===== config.mk =====
export PLATFORM = sky130hd
export DESIGN_NAME = mips_bus_master_flat
export DESIGN_NICKNAME = d
export VERILOG_FILES = /design/src/rtl/mips_bus_pkg.sv /design/src/rtl/mips_bus_master_if.sv /design/src/rtl/mips_lane_align.sv /design/src/rtl/mips_bus_master.sv /design/src/flat_wrapper.sv
export SDC_FILE = /design/constraint.sdc
export NUM_CORES = 1
export LEC_CHECK = 0
export ABC_AREA = 1
export CAP_MARGIN = 20
export CELL_PAD_IN_SITES_DETAIL_PLACEMENT = 1
export CELL_PAD_IN_SITES_GLOBAL_PLACEMENT = 1
export CORE_ASPECT_RATIO = 1.25
export CORE_MARGIN = 8
export CORE_UTILIZATION = 31
export DETAILED_ROUTE_END_ITERATION = 10
export PLACE_DENSITY_LB_ADDON = 0.25
export REMOVE_ABC_BUFFERS = 1
export SLEW_MARGIN = 0
export SYNTH_ARGS = -nofsm -noshare
export SYNTH_HDL_FRONTEND = slang
export SYNTH_SLANG_ARGS = --single-unit

===== constraint.sdc =====
create_clock -name clk -period 2.4 [get_ports clk]
set_input_delay 0.24 -clock clk [delete_from_list [all_inputs] [get_ports clk]]
set_output_delay 0.24 -clock clk [all_outputs]
set_load 0.02 [all_outputs]

===== src/rtl/mips_bus_pkg.sv =====
// Shared definitions for the MIPS bus master: access sizes,
// controller states and the alignment rule.
package mips_bus_pkg;

   localparam logic [1:0] SIZE_BYTE = 2'd0;
   localparam logic [1:0] SIZE_HALF = 2'd1;
   localparam logic [1:0] SIZE_WORD = 2'd2;

   typedef enum logic [2:0] {
      IDLE,
      RD,
      RD_DATA,
      WR,
      RESP
   } state_t;

   // Size code 3 is unused by the CPU; it is handled like a word.
   function automatic logic misaligned(
      input logic [1:0] size,
      input logic [1:0] lane
   );
      logic bad;
      bad = 1'b0;
      case (size)
         SIZE_BYTE: bad = 1'b0;
         SIZE_HALF: bad = lane[0];
         default:   bad = (lane != 2'b00);
      endcase
      return bad;
   endfunction

endpackage


===== src/rtl/mips_bus_master_if.sv =====
// CPU request/response and memory bus signals of the bus master.
// master = the bus master itself, slave = CPU plus memory side.
interface mips_bus_master_if;

   logic        req_valid;
   logic        req_ready;
   logic        req_write;
   logic [1:0]  req_size;
   logic        req_signed;
   logic [31:0] req_addr;
   logic [31:0] req_wdata;
   logic        rsp_valid;
   logic        rsp_err;
   logic [31:0] rsp_rdata;
   logic [31:0] address;
   logic        read;
   logic        write;
   logic [3:0]  byteenable;
   logic [31:0] writedata;
   logic        waitrequest;
   logic [31:0] readdata;

   modport master (
      input  req_valid, req_write, req_size, req_signed,
      input  req_addr, req_wdata, waitrequest, readdata,
      output req_ready, rsp_valid, rsp_err, rsp_rdata,
      output address, read, write, byteenable, writedata
   );

   modport slave (
      output req_valid, req_write, req_size, req_signed,
      output req_addr, req_wdata, waitrequest, readdata,
      input  req_ready, rsp_valid, rsp_err, rsp_rdata,
      input  address, read, write, byteenable, writedata
   );

endinterface


===== src/rtl/mips_lane_align.sv =====
// Byte-lane steering for stores and lane extraction plus
// zero/sign extension for loads. Purely combinational.
module mips_lane_align
   import mips_bus_pkg::*;
(
   input  logic [1:0]  size,
   input  logic [1:0]  lane,
   input  logic        sign_ext,
   input  logic [31:0] st_data,
   input  logic [31:0] bus_data,
   output logic [3:0]  be,
   output logic [31:0] lane_data,
   output logic [31:0] ld_data
);

   logic [31:0] shifted;

   // store side: lane enables and replicated write data
   always_comb begin
      be        = 4'b1111;
      lane_data = st_data;
      case (size)
         SIZE_BYTE: begin
            be        = 4'b0001 << lane;
            lane_data = {4{st_data[7:0]}};
         end
         SIZE_HALF: begin
            be        = lane[1] ? 4'b1100 : 4'b0011;
            lane_data = {2{st_data[15:0]}};
         end
         default: begin
            be        = 4'b1111;
            lane_data = st_data;
         end
      endcase
   end

   // load side: move the addressed lane to bit 0, then extend
   always_comb begin
      shifted = bus_data >> {lane, 3'b000};
      ld_data = bus_data;
      case (size)
         SIZE_BYTE:
            ld_data = {{24{sign_ext & shifted[7]}}, shifted[7:0]};
         SIZE_HALF:
            ld_data = {{16{sign_ext & shifted[15]}}, shifted[15:0]};
         default:
            ld_data = bus_data;
      endcase
   end

endmodule


===== src/rtl/mips_bus_master.sv =====
// Single-outstanding CPU-to-bus master: latches one request,
// runs the bus read or write, returns a one-cycle response.
module mips_bus_master
   import mips_bus_pkg::*;
(
   input  logic              clk,
   input  logic              reset,
   mips_bus_master_if.master bus
);

   state_t      state;
   state_t      state_nx;

   logic        accept;
   logic        req_bad;

   logic        wr_q;
   logic        sgn_q;
   logic        err_q;
   logic [1:0]  size_q;
   logic [1:0]  lane_q;
   logic [31:0] addr_q;
   logic [31:0] wdata_q;
   logic [31:0] rdata_q;

   logic [3:0]  be_w;
   logic [31:0] lanes_w;
   logic [31:0] ld_w;

   assign accept  = (state == IDLE) && bus.req_valid;
   assign req_bad = misaligned(bus.req_size, bus.req_addr[1:0]);

   mips_lane_align u_align (
      .size      (size_q),
      .lane      (lane_q),
      .sign_ext  (sgn_q),
      .st_data   (wdata_q),
      .bus_data  (bus.readdata),
      .be        (be_w),
      .lane_data (lanes_w),
      .ld_data   (ld_w)
   );

   // controller state register
   always_ff @(posedge clk) begin
      if (reset) state <= IDLE;
      else       state <= state_nx;
   end

   // next state and strobes; bus lanes only driven while a strobe is up
   always_comb begin
      state_nx       = state;
      bus.req_ready  = 1'b0;
      bus.read       = 1'b0;
      bus.write      = 1'b0;
      bus.rsp_valid  = 1'b0;
      bus.rsp_err    = 1'b0;
      bus.byteenable = 4'b0000;
      bus.writedata  = 32'h0;
      case (state)
         IDLE: begin
            bus.req_ready = 1'b1;
            if (bus.req_valid) begin
               if (req_bad)            state_nx = RESP;
               else if (bus.req_write) state_nx = WR;
               else                    state_nx = RD;
            end
         end
         RD: begin
            bus.read       = 1'b1;
            bus.byteenable = be_w;
            if (!bus.waitrequest) state_nx = RD_DATA;
         end
         RD_DATA: begin
            state_nx = RESP;
         end
         WR: begin
            bus.write      = 1'b1;
            bus.byteenable = be_w;
            bus.writedata  = lanes_w;
            if (!bus.waitrequest) state_nx = RESP;
         end
         RESP: begin
            bus.rsp_valid = 1'b1;
            bus.rsp_err   = err_q;
            state_nx      = IDLE;
         end
         default: begin
            state_nx = IDLE;
         end
      endcase
   end

   // request capture; fields stay frozen until the next acceptance
   always_ff @(posedge clk) begin
      if (reset) begin
         wr_q    <= 1'b0;
         sgn_q   <= 1'b0;
         err_q   <= 1'b0;
         size_q  <= SIZE_BYTE;
         lane_q  <= 2'b00;
         addr_q  <= 32'h0;
         wdata_q <= 32'h0;
      end else if (accept) begin
         wr_q    <= bus.req_write;
         sgn_q   <= bus.req_signed;
         err_q   <= req_bad;
         size_q  <= bus.req_size;
         lane_q  <= bus.req_addr[1:0];
         addr_q  <= {bus.req_addr[31:2], 2'b00};
         wdata_q <= bus.req_wdata;
      end
   end

   // response data changes only on the edge that enters RESP
   always_ff @(posedge clk) begin
      if (reset) begin
         rdata_q <= 32'h0;
      end else if (state == RD_DATA) begin
         rdata_q <= ld_w;
      end else if (accept && req_bad) begin
         rdata_q <= 32'h0;
      end else if (state == WR && !bus.waitrequest) begin
         rdata_q <= 32'h0;
      end
   end

   assign bus.address   = addr_q;
   assign bus.rsp_rdata = rdata_q;

endmodule


===== src/flat_wrapper.sv =====
// flat-port wrapper written by rule: the top's interface ports become plain ports
module mips_bus_master_flat import mips_bus_pkg::*;
  (clk, reset, bus_req_valid, bus_req_write, bus_req_size, bus_req_signed, bus_req_addr, bus_req_wdata, bus_waitrequest, bus_readdata, bus_req_ready, bus_rsp_valid, bus_rsp_err, bus_rsp_rdata, bus_address, bus_read, bus_write, bus_byteenable, bus_writedata);
  mips_bus_master_if bus_i ();
  input  logic clk;
  input  logic reset;
  input wire logic [$bits(bus_i.req_valid)-1:0] bus_req_valid;
  input wire logic [$bits(bus_i.req_write)-1:0] bus_req_write;
  input wire logic [$bits(bus_i.req_size)-1:0] bus_req_size;
  input wire logic [$bits(bus_i.req_signed)-1:0] bus_req_signed;
  input wire logic [$bits(bus_i.req_addr)-1:0] bus_req_addr;
  input wire logic [$bits(bus_i.req_wdata)-1:0] bus_req_wdata;
  input wire logic [$bits(bus_i.waitrequest)-1:0] bus_waitrequest;
  input wire logic [$bits(bus_i.readdata)-1:0] bus_readdata;
  output wire logic [$bits(bus_i.req_ready)-1:0] bus_req_ready;
  output wire logic [$bits(bus_i.rsp_valid)-1:0] bus_rsp_valid;
  output wire logic [$bits(bus_i.rsp_err)-1:0] bus_rsp_err;
  output wire logic [$bits(bus_i.rsp_rdata)-1:0] bus_rsp_rdata;
  output wire logic [$bits(bus_i.address)-1:0] bus_address;
  output wire logic [$bits(bus_i.read)-1:0] bus_read;
  output wire logic [$bits(bus_i.write)-1:0] bus_write;
  output wire logic [$bits(bus_i.byteenable)-1:0] bus_byteenable;
  output wire logic [$bits(bus_i.writedata)-1:0] bus_writedata;
  assign bus_i.req_valid = bus_req_valid;
  assign bus_i.req_write = bus_req_write;
  assign bus_i.req_size = bus_req_size;
  assign bus_i.req_signed = bus_req_signed;
  assign bus_i.req_addr = bus_req_addr;
  assign bus_i.req_wdata = bus_req_wdata;
  assign bus_i.waitrequest = bus_waitrequest;
  assign bus_i.readdata = bus_readdata;
  assign bus_req_ready = bus_i.req_ready;
  assign bus_rsp_valid = bus_i.rsp_valid;
  assign bus_rsp_err = bus_i.rsp_err;
  assign bus_rsp_rdata = bus_i.rsp_rdata;
  assign bus_address = bus_i.address;
  assign bus_read = bus_i.read;
  assign bus_write = bus_i.write;
  assign bus_byteenable = bus_i.byteenable;
  assign bus_writedata = bus_i.writedata;
  mips_bus_master u_core (.clk(clk), .reset(reset), .bus(bus_i));
endmodule

# [Yosys cells after proc, flatten, opt, wreduce, memory -nomap -nowiden]
# Cells that the tools add are included.
[totals] reg_bits=103 input_bits=104 wordCells=53
[op_classes] eq_ne=9 n_shift=2 n_mux=21 bitwise_logic=2 reduce_logical=11
[ops] operator="32-bit two-way mux" n=4
[ops] operator="32-bit case mux with 2 select lines" n=2
[ops] operator="32-bit by 5-bit >> shifter with 16-bit output" n=1
[ops] operator="3-bit two-way mux" n=4
[ops] operator="3-bit case mux with 4 select lines" n=1
[ops] operator="4-bit two-way mux" n=2
[ops] operator="4-bit case mux with 2 select lines" n=1
[ops] operator="3-bit by 2-bit == test with 1-bit output (second input constant)" n=2
[ops] operator="2-bit inequality test (second input constant)" n=3
[ops] operator="1-bit two-way mux" n=5
[ops] operator="2-bit by 1-bit == test with 1-bit output (second input constant)" n=2
[ops] operator="2-bit zero test" n=2
[ops] operator="1-bit by 2-bit left shift with 4-bit output (first input constant)" n=1
[ops] operator="3-bit by 1-bit == test with 1-bit output (second input constant)" n=1
[ops] operator="3-bit == test (second input constant)" n=1
[ops] operator="1-bit logical AND" n=3
[ops] operator="3-bit zero test" n=1
[ops] operator="3-bit AND reduction" n=1
[ops] operator="3-bit nonzero test" n=1
[ops] operator="1-bit bitwise AND" n=2
[ops] operator="2-bit two-way mux" n=1
[ops] operator="1-bit case mux with 2 select lines" n=1
[ops] operator="2-bit nonzero test" n=1
[ops] operator="2-bit OR reduction" n=1
[ops] operator="1-bit zero test" n=1

# [Longest topological paths before layout]
[logic_depth] ltp_word=5 ltp_mapped=11 ltp_nobuf=9

# [Cells and area by module]
# From an unflattened synthesis, not the netlist that was laid out.
[hier_totals] hier_cells=823 hier_area_um2=5348.9
[by_module_without_submodules] mod="mips_bus_master" instances=1 cells_per_inst=556 area_per_inst_um2=4061.4 seq_area_each_um2=2062.0
[by_module_without_submodules] mod="mips_lane_align" instances=1 cells_per_inst=267 area_per_inst_um2=1287.5 seq_area_each_um2=0.0

# [Least setup slack after synthesis]
# Ideal clock, no wire load.
[synth_path] path_type="reg-to-output" from="register u_core.size_q[1]" to="output bus_writedata[15]" arrival_ns=1.441 required_time_ns=2.160 slack_ns=0.719 stages_incl_launch_ff=7 n_path_buf=2 path_cell_list="dfxtp_1 buf_2 inv_2 nand2_1 buf_2 o22ai_1 a211oi_1"
[synth_via] elab_chain_len=3 word_cells_on_any_way=4 classes_between="1 x eq/ne; 2 x mux; 1 x reduce/logical"
[synth_rtl] element="from (decl)" line="mips_bus_master.sv:20" rtl="logic [1:0] size_q;"
[synth_rtl] element="from (signal assigned)" line="mips_bus_master.sv:108" rtl="size_q <= bus.req_size;"
[synth_rtl] element="2-bit by 1-bit == test with 1-bit output or 2-bit zero test (tied branches)" line="mips_lane_align.sv:22" rtl="case (size)"
[synth_rtl] element="32-bit case mux with 2 select lines (*)" line="mips_lane_align.sv:22"
[synth_rtl] element="32-bit two-way mux (*)" line="mips_bus_master.sv:60" rtl="case (state)"
[synth_rtl] element="to (decl)" line="flat_wrapper.sv:23" rtl="output wire logic [$bits(bus_i.writedata)-1:0] bus_writedata;"
# Every way passes the cells marked *; elsewhere a longest branch is shown, timed or not.

# [Worst setup path in the final report]
[layout_path] from="register u_core.state[2]" to="output bus_writedata[25]"
[layout_via] elab_chain_len=2
[layout_rtl] element="from (decl)" line="mips_bus_master.sv:11" rtl="state_t state;"
[layout_rtl] element="from (signal assigned)" line="mips_bus_master.sv:47" rtl="else state <= state_nx;"
[layout_rtl] element="3-bit by 2-bit == test with 1-bit output" line="mips_bus_master.sv:60"
[layout_rtl] element="32-bit two-way mux" line="mips_bus_master.sv:60"
# Every way passes these cells.

==> flow_summary_export.csv <==
group,metric,value,unit
detailed_routing,first_iter_violations,245,
worst_setup_path,crit_family,"buffers and inverters",
synthesis,avgSynthCellArea,6.67,sq um
sta,drv_slew,0,
synthesis,synth.distinct_cells,28,
worst_setup_path,cp_num_buf_inv,3,
synthesis,post-synth-top-area-fraction,42.6,%
synthesis,syn_inst,726,
clocking,cts_hold_buf,0,
clocking,ctsLongestPathBuffers,2,
worst_setup_path,crit_fanout,15,
floorplan,die_y,156,microns
layout,area_growth,54.9,%
detailed_routing,via_per_inst,4.83,
global_routing,grt_pass1_wl,30500,microns
detailed_routing,drc_errors,0,
global_routing,grt_max_degree,70,
layout,multi_input_area,2340,sq um
clocking,postCtsSetupRepairBufs,0,
sta,fin_skew,0.00652,ns
clocking,root_buffer,"clkbuf_16",
worst_setup_path,required,2.16,ns
layout,stdcell_count,1131,
sta,relSlewSlack,60.5,%
detailed_routing,antenna_left,0,
sta,fin_crit_sh,92.6,%
worst_setup_path,crit_path_start_kind,"register",
min_path,min_from,"u_core.wdata_q[31]$_SDFFE_PP0P_",
power,p_per_area,680,nW/um^2
power,p_leak,0.00338,uW
clocking,clk_pin_slew_worst_paths,0.07,ns
synthesis,synth-seq-area-share,42.6,%
global_routing,antenna_found_initial,2,
detailed_routing,drt-total-wl,19500,microns
worst_setup_path,cp-end-kind,"primary output",
placed_design,gp_congestion,0.804,
floorplan,ios,209,
clocking,h-tree-depth,3,
run_status,status,"completed",
worst_setup_path,cpMaxStageDelayCell,"dlygate4sd2_1",
detailed_routing,vias,5467,
min_path,hold_class,"register to register",
layout,fill_cells,2010,
clocking,clock-sinks,103,
global_routing,grt_overflow_total,0,
floorplan,dieArea,19900,sq um
worst_setup_path,regToRegStartpoint,"u_core.state[1]$_SDFFE_PP0P_",
power,peakVddDrop,0.470,mV
min_path,min_path_cells,2,
sta,setup_viol,0,
layout,diodes,0,
synthesis,yosysTopAreaCell,"dfxtp_1",
worst_setup_path,worstPathArrival,1.98,ns
run,maxCapViolations,0,
worst_setup_path,crit_type,"register to primary output",
layout,nets,1018,
detailed_routing,post_drt_wl_per_cell,17.2,microns
layout,final_core_util,48.6,%
worst_setup_path,reg2reg_depth,7,
sta,worstMarginPinSlew,0.591,ns
global_routing,grt_usage,19.4,%
sta,fmax,450,MHz
worst_setup_path,r2r-end,"u_core.wdata_q[11]$_SDFFE_PP0P_",
floorplan,fp.dieW,128,microns
sta,rsz0062_at_grt,"no",
detailed_routing,dr.pass1.iters,4,
placed_design,dpl.hpwl,14500,microns
sta,fin_crit,2.22,ns
synthesis,yosysWarnings,0,
clocking,clk_latency,0.36,ns
placed_design,numPortBuffers,206,
layout,regArea,2060,sq um
floorplan,core_area,15400,sq um
global_routing,grt_pass1_vias,5811,
synthesis,ys_top_cells_by_area,"dfxtp_1 (43%), nand2_1 (11%), nor2_1 (9.9%)",
worst_setup_path,r2r_slack,0.67,ns
clocking,cts_tree,"built",
clocking,cts_resized,15,
synthesis,syn-cell-area,4840,sq um
floorplan,initial_utilization,31.4,%
floorplan,rows,51,
clocking,cts_buffers,9,
min_path,hold_end,"u_core.wdata_q[31]$_SDFFE_PP0P_",
placed_design,dp.cells,1115,
sta,hold_violations,0,
worst_setup_path,cp_slowest_stage_delay,0.38,ns
synthesis,ys_seq_elements,103,
worst_setup_path,path_cells,"inv_1, nand2_1, nor2_2, buf_4, o21ai_0, a221oi_1, dlygate4sd2_1",
layout,drive_above_1_share,5.77,%
[synthesized netlist by cell type]
master,n
o21ai_0,83
conb_1,1
o21ai_1,4
nand3_4,1
nand2_2,2
nand3_2,2
nor2_1,128
o22ai_1,1
clkbuf_1,22
o221ai_1,2
a211oi_1,3
a221oi_1,5
nor2_4,2
buf_2,21
buf_6,1
nand3_1,55
inv_1,49
and2_1,1
nor3_1,1
a21oi_1,74
o211ai_1,2
a21oi_2,1
nor4_1,1
nand2_1,147
buf_4,5
inv_2,7
nor2_2,2
dfxtp_1,103
[cells by family after synthesis]
group                  after synthesis  synth area share (%)
AO/OA/AOI/OAI                      175                  19.0
AND/OR/NAND/NOR                    342                  29.1
flip-flops                         103                  42.6
other                                1                0.0774
buffers and inverters              105                  9.23
[layout by cell type, fill, tap and decap left out, types with 2 or more instances in the layout]
| cell | Yosys | routed |
|---|---|---|
| clkinv_4 | 0 | 2 |
| a21oi_1 | 74 | 74 |
| clkbuf_16 | 0 | 9 |
| bufinv_16 | 0 | 3 |
| nand2_2 | 2 | 2 |
| o21ai_1 | 4 | 6 |
| nand3_1 | 55 | 55 |
| dfxtp_1 | 103 | 103 |
| dlymetal6s2s_1 | 0 | 15 |
| inv_2 | 7 | 7 |
| nor2_2 | 2 | 2 |
| nand3_2 | 2 | 2 |
| conb_1 | 1 | 2 |
| o221ai_1 | 2 | 2 |
| a211oi_1 | 3 | 3 |
| o211ai_1 | 2 | 2 |
| nor2_4 | 2 | 2 |
| buf_4 | 5 | 15 |
| clkdlybuf4s50_1 | 0 | 177 |
| buf_12 | 0 | 3 |
| dlygate4sd2_1 | 0 | 14 |
| a221oi_1 | 5 | 5 |
| inv_1 | 49 | 49 |
| nor2_1 | 128 | 128 |
| nand2_1 | 147 | 146 |
| o21ai_0 | 83 | 81 |
[worst max path at each step]
stage | startpoint | end | depth (start not counted)
floorplan | u_core.size_q[1]$_SDFFE_PP0P_ | bus_writedata[24] | 4
global placement | u_core.size_q[1]$_SDFFE_PP0P_ | bus_writedata[26] | 5
detailed placement | u_core.size_q[1]$_SDFFE_PP0P_ | bus_writedata[25] | 5
CTS | u_core.state[2]$_SDFFE_PP0P_ | bus_writedata[17] | 8
global route | u_core.state[2]$_SDFFE_PP0P_ | bus_writedata[24] | 7
finish | u_core.state[2]$_SDFFE_PP0P_ | bus_writedata[25] | 7
[stage by stage]
step / hold slack (ns) / setup TNS (ns) / area [sq um] / power (uW) / worst slack [ns]
2_1_floorplan: 0.309 / -0.742 / 4610 / 2670 / -0.129
3_3_place_gp: 0.452 / 0 / 7120 / 3360 / 0.275
3_5_place_dp: 0.445 / 0 / 7120 / 3380 / 0.220
4_1_cts: 0.444 / 0 / 7450 / 5170 / 0.00157
5_1_grt: 0.470 / 0 / 7500 / 5360 / 0.0152
6_report: 0.453 / 0 / 7500 / 5100 / 0.176
[routing by layer]
| metal | share of wire (%) | vias to the layer above | GRT usage, % |
|---|---|---|---|
| met5 | 0.12 | - | 0 |
| met4 | 1.8 | 4 | 6.24 |
| met3 | 9.4 | 25 | 8.07 |
| met2 | 48 | 179 | 32.7 |
| met1 | 41 | 2537 | 21.7 |
| li1 | - | 2722 | - |
[power by group]
group          switching [uW]  internal [uW]  leakage [uW]
Clock                     729           1040      0.000172
Combinational             813            553       0.00236
Sequential               88.5           1880      0.000847
[worst min-delay path, delay by kind of cell (launching register included)]
family / cells / cell delay [ns]
flip-flops: 1 / 0.30
AO/OA/AOI/OAI: 1 / 0.05
buffers and inverters: 1 / 0.06
[registers in the layout, summed over array words and instances, names as in the netlist]
register,count
u_core.lane_q,2
u_core.sgn_q,1
u_core.state,3
u_core.bus.address,30
u_core.bus.rsp_rdata,32
u_core.size_q,2
u_core.err_q,1
u_core.wdata_q,32
[final cells by class]
| cell class | instances | area share [%] |
|---|---|---|
| clock buffer | 9 | 3.00 |
| clock inverter | 7 | 1.70 |
| inverter | 56 | 2.80 |
| multi-input combinational | 519 | 31.3 |
| sequential | 103 | 27.5 |
| tap | 212 | 3.54 |
| timing repair buffer | 225 | 30.2 |
(Power assumes the default switching activity.)
